File: config.mk
export PLATFORM = sky130hd
export DESIGN_NAME = bcd_field_counter_flat
export DESIGN_NICKNAME = d
export VERILOG_FILES = /design/src/rtl/clock_pkg.sv /design/src/rtl/bcd_field_counter_if.sv /design/src/rtl/bcd_field_counter_digit_step.sv /design/src/rtl/bcd_field_counter.sv /design/src/flat_wrapper.sv
export SDC_FILE = /design/constraint.sdc
export NUM_CORES = 1
export LEC_CHECK = 0
export CORE_MARGIN = 5
export CORE_UTILIZATION = 25
export CTS_BUF_LIST = sky130_fd_sc_hd__clkbuf_8
export DETAILED_ROUTE_END_ITERATION = 10
export PLACE_DENSITY = 0.48
export SYNTH_ARGS = -nofsm -noshare
export SYNTH_HDL_FRONTEND = slang
export SYNTH_SLANG_ARGS = --single-unit
File: constraint.sdc
create_clock -name clk -period 2 [get_ports clk]
set_input_delay 0.2 -clock clk [delete_from_list [all_inputs] [get_ports clk]]
set_output_delay 0.2 -clock clk [all_outputs]
set_load 0.005 [all_outputs]
File: src/rtl/clock_pkg.sv
// Shared types and constants for the clock field counters.
package clock_pkg;

  typedef logic [3:0] bcd_digit_t;

  localparam bcd_digit_t BCD_DIGIT_MAX = 4'd9;

  // Field maxima as tens/units digit pairs.
  localparam int unsigned SEC_MAX_M  = 5;
  localparam int unsigned SEC_MAX_L  = 9;
  localparam int unsigned MIN_MAX_M  = 5;
  localparam int unsigned MIN_MAX_L  = 9;
  localparam int unsigned HOUR_MAX_M = 2;
  localparam int unsigned HOUR_MAX_L = 3;

  // True when the two-digit value (m,l) does not exceed (max_m,max_l).
  // Digit-wise comparison keeps everything within 4 bits.
  function automatic logic bcd_le(input bcd_digit_t m, input bcd_digit_t l,
                                  input bcd_digit_t max_m, input bcd_digit_t max_l);
    return (m < max_m) || ((m == max_m) && (l <= max_l));
  endfunction

endpackage

File: src/rtl/bcd_field_counter_if.sv
// Control/status bundle of one clock field counter.
interface bcd_field_counter_if;
  import clock_pkg::*;

  logic       tick_in;
  logic       dir;
  logic       load_en;
  bcd_digit_t load_l;
  bcd_digit_t load_m;
  bcd_digit_t l;
  bcd_digit_t m;
  logic       carry_out;
  logic       load_err;

  modport master (
    output tick_in, dir, load_en, load_l, load_m,
    input  l, m, carry_out, load_err
  );

  modport slave (
    input  tick_in, dir, load_en, load_l, load_m,
    output l, m, carry_out, load_err
  );

endinterface

File: src/rtl/bcd_field_counter_digit_step.sv
// One BCD digit stepped up or down by one, wrapping against a limit.
// Up: wraps to 0 after reaching limit. Down: wraps from 0 to limit.
module bcd_digit_step
  import clock_pkg::*;
(
  input  bcd_digit_t digit_i,
  input  bcd_digit_t limit_i,
  input  logic       dir_i,
  output bcd_digit_t next_o,
  output logic       wrap_o
);

  // Next digit value and wrap flag for one step in the requested direction.
  always_comb begin
    next_o = digit_i;
    wrap_o = 1'b0;
    if (!dir_i) begin
      if (digit_i >= limit_i) begin
        next_o = '0;
        wrap_o = 1'b1;
      end else begin
        next_o = digit_i + 4'd1;
      end
    end else begin
      if (digit_i == '0) begin
        next_o = limit_i;
        wrap_o = 1'b1;
      end else begin
        next_o = digit_i - 4'd1;
      end
    end
  end

endmodule

File: src/rtl/bcd_field_counter.sv
// Two-digit BCD counter for one clock field with up/down count,
// validated preload and a registered carry/borrow pulse.
module bcd_field_counter
  import clock_pkg::*;
#(
  parameter int unsigned MAX_M   = SEC_MAX_M,
  parameter int unsigned MAX_L   = SEC_MAX_L,
  parameter int unsigned RESET_M = 0,
  parameter int unsigned RESET_L = 0
) (
  input logic                clk,
  input logic                resett,
  bcd_field_counter_if.slave bus
);

  if (MAX_M > 9) begin : g_bad_max_m
    $error("bcd_field_counter: MAX_M must be 0..9");
  end
  if (MAX_L > 9) begin : g_bad_max_l
    $error("bcd_field_counter: MAX_L must be 0..9");
  end
  if ((RESET_L > 9) || (RESET_M > MAX_M) || ((RESET_M == MAX_M) && (RESET_L > MAX_L)))
  begin : g_bad_reset
    $error("bcd_field_counter: reset value exceeds field maximum");
  end

  localparam bcd_digit_t MAX_M_D   = bcd_digit_t'(MAX_M);
  localparam bcd_digit_t MAX_L_D   = bcd_digit_t'(MAX_L);
  localparam bcd_digit_t RESET_M_D = bcd_digit_t'(RESET_M);
  localparam bcd_digit_t RESET_L_D = bcd_digit_t'(RESET_L);

  bcd_digit_t l_q, l_d;
  bcd_digit_t m_q, m_d;
  logic       carry_q, carry_d;
  logic       err_q, err_d;

  bcd_digit_t l_lim;
  bcd_digit_t l_step, m_step;
  logic       l_wrap, m_wrap;
  logic       load_ok;

  // Units limit: counting up it is the top of the current tens value;
  // counting down it is the value loaded on a borrow, which is MAX_L only
  // when the tens digit itself wraps (from 0 to MAX_M), otherwise 9.
  always_comb begin
    l_lim = BCD_DIGIT_MAX;
    if (!bus.dir) begin
      if (m_q == MAX_M_D) l_lim = MAX_L_D;
    end else begin
      if (m_q == '0) l_lim = MAX_L_D;
    end
  end

  bcd_digit_step u_units (
    .digit_i (l_q),
    .limit_i (l_lim),
    .dir_i   (bus.dir),
    .next_o  (l_step),
    .wrap_o  (l_wrap)
  );

  bcd_digit_step u_tens (
    .digit_i (m_q),
    .limit_i (MAX_M_D),
    .dir_i   (bus.dir),
    .next_o  (m_step),
    .wrap_o  (m_wrap)
  );

  assign load_ok = (bus.load_l <= BCD_DIGIT_MAX) && (bus.load_m <= BCD_DIGIT_MAX) &&
                   bcd_le(bus.load_m, bus.load_l, MAX_M_D, MAX_L_D);

  // Next state: load beats tick; a tick only moves tens on a units wrap,
  // and the field wraps when both digits wrap together.
  always_comb begin
    l_d     = l_q;
    m_d     = m_q;
    carry_d = 1'b0;
    err_d   = 1'b0;
    if (bus.load_en) begin
      if (load_ok) begin
        l_d = bus.load_l;
        m_d = bus.load_m;
      end else begin
        err_d = 1'b1;
      end
    end else if (bus.tick_in) begin
      l_d = l_step;
      if (l_wrap) begin
        m_d     = m_step;
        carry_d = m_wrap;
      end
    end
  end

  // State registers with synchronous reset taking priority over everything.
  always_ff @(posedge clk) begin
    if (resett) begin
      l_q     <= RESET_L_D;
      m_q     <= RESET_M_D;
      carry_q <= 1'b0;
      err_q   <= 1'b0;
    end else begin
      l_q     <= l_d;
      m_q     <= m_d;
      carry_q <= carry_d;
      err_q   <= err_d;
    end
  end

  assign bus.l         = l_q;
  assign bus.m         = m_q;
  assign bus.carry_out = carry_q;
  assign bus.load_err  = err_q;

endmodule

File: src/flat_wrapper.sv
// flat-port wrapper written by rule: the top's interface ports become plain ports
module bcd_field_counter_flat import clock_pkg::*;
#(
  parameter int unsigned MAX_M   = SEC_MAX_M,
  parameter int unsigned MAX_L   = SEC_MAX_L,
  parameter int unsigned RESET_M = 0,
  parameter int unsigned RESET_L = 0
)
  (clk, resett, bus_tick_in, bus_dir, bus_load_en, bus_load_l, bus_load_m, bus_l, bus_m, bus_carry_out, bus_load_err);
  bcd_field_counter_if bus_i ();
  input logic clk;
  input logic resett;
  input wire logic [$bits(bus_i.tick_in)-1:0] bus_tick_in;
  input wire logic [$bits(bus_i.dir)-1:0] bus_dir;
  input wire logic [$bits(bus_i.load_en)-1:0] bus_load_en;
  input wire logic [$bits(bus_i.load_l)-1:0] bus_load_l;
  input wire logic [$bits(bus_i.load_m)-1:0] bus_load_m;
  output wire logic [$bits(bus_i.l)-1:0] bus_l;
  output wire logic [$bits(bus_i.m)-1:0] bus_m;
  output wire logic [$bits(bus_i.carry_out)-1:0] bus_carry_out;
  output wire logic [$bits(bus_i.load_err)-1:0] bus_load_err;
  assign bus_i.tick_in = bus_tick_in;
  assign bus_i.dir = bus_dir;
  assign bus_i.load_en = bus_load_en;
  assign bus_i.load_l = bus_load_l;
  assign bus_i.load_m = bus_load_m;
  assign bus_l = bus_i.l;
  assign bus_m = bus_i.m;
  assign bus_carry_out = bus_i.carry_out;
  assign bus_load_err = bus_i.load_err;
  bcd_field_counter #(.MAX_M(MAX_M), .MAX_L(MAX_L), .RESET_M(RESET_M), .RESET_L(RESET_L)) u_core (.clk(clk), .resett(resett), .bus(bus_i));
endmodule
==> metrics <==
syn_area_per_cell=8.494 um^2; Vias/cell=5.038; ys flop type=dfxtp_1; Synth area leader=dfxtp_1; post-synthesis to final-layout area growth=36.35%; Post-Route WL=2.485 mm; PwrDens=594.4 nW/um^2; site row count=22; drt drc=0; Max VDD drop=0.2301 mV; status=finished, final reports clean; Leak=0.0004717 uW; Async SR Flop Fraction=0%; Fill cells=388; GRT overflow=0; Num CTS Buffers=3; Critical Path Source Type=flop; layout cells sized above 1=16.42%; Slew headroom=54.01%; Antenna diodes=0; Port Buffers=22; Post-synth top cells=10 x dfxtp_1, 9 x inv_1, 8 x ha_1; HPWL after DPL=1.979 mm; Die W=70.86 um; Setup TNS=0 ps; Post-CTS Hold Fix Bufs=0; Multi-input gate area=643.1 um^2; fmax=550.3 MHz; H-tree depth=1; register cell area after layout=200.2 um^2; clock skew=3.127 ps; Resized Gates After CTS=0; sequential share of the synthesized area=21.62%; Clock transition at path regs=50 ps; mean routed wirelength per cell=13.65 um; synth unique cells=43; initial antenna violation count=0; GPL Wtd Cong=0.8792; antenna violation net count after detailed routing=0; crit path max fanout=7; Util after Layout=34.75%; Mapped Nets=130; IO Pins=23; root buffer cell=clkbuf_8; first-pass GRT wire length=4.133 mm; EDFF count, synth=0; Data arrival, critical path=1990 ps; yosys warns=0; TritonCTS Sinks=10; DRT iter0 DRCs=77; Bufs on Longest Clock Path=2; unrepaired setup endpoints after global routing=no; CTS tree=yes; CP Capture Type=flop; setup violators final=0; nets@finish=156; Synth Register Bits=10; Initial Utilization=25.48%; slew at the pin closest to its max-slew limit=686.6 ps; All-Layer GR Usage=10.35%; final critical-path share of the clock period=90.86%; Mapped Cells=109; Core Region=3633 um^2; Req. time, crit path=2170 ps; Max-Cap Viols=0; most numerous cell in the Yosys netlist=dfxtp_1; Skew-Pair Late Insertion Delay=240 ps; final slew viol count=0; Vias=917; vias in the first global route=878; largest net degree at the start of global routing=18; Final min period=1817 ps; Pre-Repair DR Iteration Count=4; die height=70.86 um; Synth Cell Area=925.9 um^2; worst setup path category=flop to flop; worst hold path type=input port to flop; Yosys top cell area share=21.62%; die footprint=5020 um^2; Fin. Hold Viols=0; largest cells by area after synthesis=dfxtp_1 22%, ha_1 11%, a21oi_1 3.8%, inv_1 3.6%, o21ai_0 3.2%; setup bufs post-CTS=0
[registers in the layout, indices dropped and copies added (netlist names)]
name	flops
u_core.bus.load_err	1
u_core.bus.carry_out	1
u_core.bus.m	4
u_core.bus.l	4
[area by class of cell]
| cell class | instances | share of cell area (%) |
|---|---|---|
| well taps | 48 | 4.757 |
| clock buffers | 4 | 4.361 |
| inverters | 9 | 2.676 |
| flip-flops and latches | 10 | 15.86 |
| repair buffers | 27 | 21.41 |
| multi-input cells | 84 | 50.94 |
[cell families after synthesis]
group | count (synthesis) | synth area share [%]
compound gates | 43 | 34.60
simple gates | 33 | 24.05
buf+inv | 15 | 8.917
flops | 10 | 21.62
fa+ha+maj | 8 | 10.81
[power breakdown]
part	leakage, uW	switching, uW	internal, uW
Combinational	0.000361	126	137
Sequential	0.0000821	18.5	215
Clock	0.0000288	81.4	173
[routing by layer]
metal	GRT usage, %	vias up	wire [um]
li1	-	469	-
met1	13.10	428	1155
met2	16.79	18	1215
met3	3.267	2	91
met4	3.132	0	23
met5	0	-	0
[critical path, stage by stage, from the launching register on]
cell and delay (ps):
dfxtp_1 450, inv_1 120, ha_1 290, or4b_2 570, a21oi_1 130, a211oi_1 60, a21oi_1 140
[through the flow]
step | hold WS [ps] | instances | area [um^2] | setup slack [ps] | total power (uW)
finish | 536.1 | 182 | 1262 | 182.7 | 750.4
global route | 579.8 | 182 | 1262 | 44.95 | 804.4
detailed placement | 593.4 | 178 | 1207 | 91.13 | 499.6
global placement | 588.2 | 178 | 1207 | 121.0 | 500.2
floorplan | 350.9 | 109 | 925.9 | 217.4 | 400.8
CTS | 536.3 | 182 | 1262 | 172.1 | 761.3
[path summary, 6_finish.rpt]
kind,from,end,slack [ps],cells after the start
max,u_core.bus.m[0],u_core.bus.m[1],180,6
min,bus_load_m[0],u_core.bus.m[0],540,3
max reg2reg,u_core.bus.m[0],u_core.bus.m[1],180,6
min reg2reg,u_core.bus.l[2],u_core.bus.l[2],610,2
[layout by cell type, fill, tap and decap left out, types with 3 or more instances in the layout]
cell type	netlist	layout
a21oi_1	7	7
a31o_2	3	3
nand2b_1	3	3
ha_1	8	8
a31oi_1	4	4
o21ai_0	6	6
buf_4	2	4
nand2_1	6	6
dfxtp_1	10	10
nand3b_1	3	3
inv_1	9	9
nor2b_1	3	3
nor2_1	5	5
clkdlybuf4s50_1	0	22
a211oi_1	3	3
clkbuf_8	1	4
No activity file was read; power rests on OpenSTA's default activity.
